`config.mk`:
```
export PLATFORM = sky130hd
export DESIGN_NAME = demux_rr_scheduler
export DESIGN_NICKNAME = d
export VERILOG_FILES = /design/src/rtl/demux_rr_scheduler.sv
export SDC_FILE = /design/constraint.sdc
export NUM_CORES = 1
export LEC_CHECK = 0
export ABC_CLOCK_PERIOD_IN_PS = 1400
export CORE_UTILIZATION = 43
export CTS_BUF_LIST = sky130_fd_sc_hd__clkbuf_4
export DETAILED_ROUTE_END_ITERATION = 6
export PLACE_DENSITY = 0.76
export SETUP_SLACK_MARGIN = 0.2
export SYNTH_ARGS = -nofsm -noshare
export SYNTH_HDL_FRONTEND = slang
export SYNTH_SLANG_ARGS = --single-unit
```
`constraint.sdc`:
```
create_clock -name i_clk -period 1.4 [get_ports i_clk]
set_clock_uncertainty 0.05 [all_clocks]
set_input_delay 0.14 -clock i_clk [delete_from_list [all_inputs] [get_ports i_clk]]
set_output_delay 0.14 -clock i_clk [all_outputs]
set_load 0.005 [all_outputs]
```
`src/rtl/demux_rr_scheduler.sv`:
```
// Round-robin scheduler that lends a 1-to-4 bit demultiplexer to four requesters
// for fixed-length, non-preemptive bursts taken from a single serial source.
module demux_rr_scheduler #(
    parameter int BURST_LEN = 4,
    parameter int CNT_W     = (BURST_LEN > 1) ? $clog2(BURST_LEN) : 1
) (
    input  logic       i_clk,
    input  logic       i_rst,
    input  logic [3:0] i_req,
    input  logic       i_src_valid,
    input  logic       i_src_bit,
    output logic       o_src_ready,
    output logic [1:0] o_dec_select,
    output logic       o_dec_in,
    output logic [3:0] o_grant,
    output logic       o_busy,
    output logic       o_done
);

    typedef enum logic {
        ST_IDLE = 1'b0,
        ST_XFER = 1'b1
    } state_t;

    localparam logic [CNT_W-1:0] LAST_BEAT = CNT_W'(BURST_LEN - 1);

    state_t           r_state;
    logic [1:0]       r_ptr;
    logic [CNT_W-1:0] r_cnt;
    logic [3:0]       r_grant;
    logic [1:0]       r_sel;
    logic             r_din;
    logic             r_done;

    logic             w_found;
    logic [1:0]       w_winner;
    logic [1:0]       w_idx;

    // Rotating priority search: scanning from the farthest offset down lets
    // the closest set bit to r_ptr overwrite the others and win.
    always_comb begin
        // NOTE: every comb output gets a default first so no latch is inferred.
        w_found  = 1'b0;
        w_winner = r_ptr;
        w_idx    = r_ptr;
        for (int k = 3; k >= 0; k--) begin
            w_idx = r_ptr + 2'(k);
            if (i_req[w_idx]) begin
                w_found  = 1'b1;
                w_winner = w_idx;
            end
        end
    end

    always_ff @(posedge i_clk) begin
        // NOTE: state is updated with non-blocking assignments so every register
        // samples pre-edge values regardless of statement order.
        if (i_rst) begin
            r_state <= ST_IDLE;
            r_ptr   <= 2'd0;
            r_cnt   <= '0;
            r_grant <= 4'd0;
            r_sel   <= 2'd0;
            r_din   <= 1'b0;
            r_done  <= 1'b0;
        end else begin
            r_done <= 1'b0;
            case (r_state)
                ST_IDLE: begin
                    r_din <= 1'b0;
                    r_cnt <= '0;
                    if (w_found) begin
                        r_grant <= 4'b0001 << w_winner;
                        r_sel   <= w_winner;
                        r_state <= ST_XFER;
                    end else begin
                        r_grant <= 4'd0;
                    end
                end
                ST_XFER: begin
                    if (i_src_valid) begin
                        r_din <= i_src_bit;
                        if (r_cnt == LAST_BEAT) begin
                            // grant/select stay put through the done cycle so
                            // the last bit lands on the owner's output.
                            r_state <= ST_IDLE;
                            r_done  <= 1'b1;
                            r_ptr   <= r_sel + 2'd1;
                            r_cnt   <= '0;
                        end else begin
                            r_cnt <= r_cnt + 1'b1;
                        end
                    end else begin
                        r_din <= 1'b0;
                    end
                end
            endcase
        end
    end

    assign o_src_ready  = (r_state == ST_XFER);
    assign o_busy       = (r_state == ST_XFER);
    assign o_grant      = r_grant;
    assign o_dec_select = r_sel;
    assign o_dec_in     = r_din;
    assign o_done       = r_done;

endmodule

```
==> out/metrics.cfg <==
[run_status]
status = finished, violations left
violations = setup timing

[yosys]
syn-mean-instance-area_um2 = 8.94
synth_fa_ha_area_frac = 0.0200
synth-warning-count = 0
synthSimpleGateAreaFrac = 0.254
synth_nets = 79
syn_area_um2 = 626
yosys_register_bits = 13
synth.distinct_cells = 30
synth_compound_area_frac = 0.218
netlist_instances = 70
synth-xor-area-share = 0.0280
yosysSeqAreaShare = 0.416
synth_mux_area_frac = 0.0160
synth_top_family_by_area = simple AND/OR/NAND/NOR gates
async_reset_ff_frac = 0
synth_edf_count = 0
ys.flop_type = dfxtp_1

[grt]
grtUsageTotal = 0.218
grt_max_degree = 8
antenna_found_initial = 0
gr-total-overflow = 0
grt_pass1_vias = 576
grt_pass1_wl_um = 2280

[power_and_ir_drop]
power.share.combinational = 0.178
p_int_mw = 0.587
p_sw_mw = 0.177
switching_share = 0.231
clkPwrFrac = 0.315
ir_drop_mv = 0.667
leakagePower_nw = 0.463
p_seq_frac = 0.508
p_per_area_nw_per_um2 = 794

[clock_tree]
cts_buffers = 3
root_buffer = clkbuf_4
clockBufferDepth = 2
clk_latency_ps = 270
htree_num_levels = 1
clkTransAtPathRegs_ps = 70
clock_sinks = 13
cts_tree = yes

[final_layout]
mostFrequentLayoutCells = buf_4, dlygate4sd2_1, nor2_1
layout_commonest_cell = buf_4
drive_above_1_share = 0.327
nets = 114
fillers = 102
synthToLayoutAreaGrowth_pct = 53.8
final_cells = 119
diodes = 0
design_area_um2 = 962

[critical_path]
required_ps = 1560
path_class = flop to flop
cp-start-kind = flop
cp_max_fo = 2
cp-end-kind = flop
arrival_ps = 1580

[routing]
ant_nets = 0
wl_per_cell_um = 12.4
vias = 633
drt_iter0_drc = 8
drc_errors = 0
viasPerCell = 5.32
drt-pass1-iter-count = 4
wirelength_um = 1470

[sta]
hold_viol = 0
fin_crit_sh = 1.01
drv_slew = 0
setup_violations = 1
post-route-min-period_ps = 1420
worstMarginPinSlew_ps = 293
fmax_ghz = 0.706
rsz0062_at_grt = true
slew_headroom = 0.805
fin_ws_ps = -16.1
setup_tns_ps = -16.1

[die]
core_um2 = 1330
chipHeight_um = 40.1
num_io_pins = 18
dieArea_um2 = 1610
fp.dieW_um = 40.1
rows = 13
start_util = 0.469

[placement]
portBuffers = 17
gp_congestion = 0.740
placed_cell_area_um2 = 881
dpl.cell_count = 111
hpwl_um = 1030

[flow_run]
drv_cap = 0

[worst_hold_path]
hold_path_class = input port to flop

-- power groups by stage --
stage | combinational, mW | sequential, mW | clock, mW
floorplan | 0.0582 | 0.399 | 0
global placement | 0.127 | 0.401 | 0
detailed placement | 0.129 | 0.401 | 0
CTS | 0.133 | 0.388 | 0.251
global route | 0.148 | 0.390 | 0.269
finish | 0.136 | 0.388 | 0.241
-- path summary, 6_finish.rpt --
kind / from / end / slack (ps) / depth (start not counted)
worst max-delay path: r_ptr[0] / o_dec_select[1] / -20 / 4
worst min-delay path: i_src_bit / o_dec_in / 410 / 2
worst max register to register: r_ptr[0] / o_dec_select[1] / -20 / 4
worst min register to register: o_grant[0] / o_grant[0] / 430 / 2
-- repair_timing --
| item | in CTS | in global routing |
|---|---|---|
| endpoints found under the setup margin | 18 | 9 |
| cloned | 0 | 0 |
| hold buffers | 0 | 0 |
| setup buffers | 4 | 0 |
| gates resized for setup | 21 | 4 |
| pin swaps | 2 | 2 |
-- synth_stat cells, types with 2 or more instances --
cell | instances | share of area
nor2_1 | 11 | 0.066
a211oi_1 | 2 | 0.024
dfxtp_1 | 13 | 0.42
xnor2_1 | 2 | 0.028
nor3_1 | 2 | 0.016
o21ai_0 | 3 | 0.024
a41o_1 | 2 | 0.032
nand2_1 | 7 | 0.042
a21oi_1 | 2 | 0.016
buf_4 | 2 | 0.024
nor2b_1 | 2 | 0.020
and3_1 | 3 | 0.030
o32ai_1 | 2 | 0.028
-- sequential cells by signal (all words and copies together), names as in the netlist --
signal and count:
o_grant 4, o_dec_select 2, r_cnt 2, r_ptr 2, o_busy 1, o_dec_in 1, o_done 1
-- area by class of cell --
| cell class | instances | area, um^2 | area share |
|---|---|---|---|
| flip-flops and latches | 13 | 268 | 0.278 |
| repair buffers | 33 | 278 | 0.289 |
| inverters | 1 | 3.75 | 0.00390 |
| multi-input cells | 53 | 364 | 0.378 |
| clock buffers | 4 | 30.0 | 0.0312 |
| well taps | 15 | 18.8 | 0.0195 |
-- cell families after synthesis --
group	after synthesis
simple gates	31
compound gates	18
flops	13
buf+inv	4
xor+xnor	2
mux	1
fa+ha+maj	1
-- routing by layer --
metal / GRT usage / wire length, um / up-vias
met3: 0.0833 / 55 / 0
met4: 0.0776 / 0 / 0
li1: - / - / 324
met2: 0.371 / 706 / 15
met5: 0 / 0 / -
met1: 0.244 / 712 / 294
-- critical path, stage by stage (launching register included) --
cell and delay (ps):
dfxtp_2 360, nor2b_2 50, or4_4 510, a211o_1 280, a21oi_2 110
-- through the flow --
stage	setup WS [ps]	utilization	hold WS [ps]	power, mW
floorplan	13.4	-	227	0.457
global placement	-371	0.660	428	0.528
detailed placement	-419	0.660	424	0.530
CTS	-15.1	0.714	411	0.772
global route	-52.8	0.721	415	0.806
finish	-16.1	0.721	414	0.764
Power figures use the tool's default switching activity.
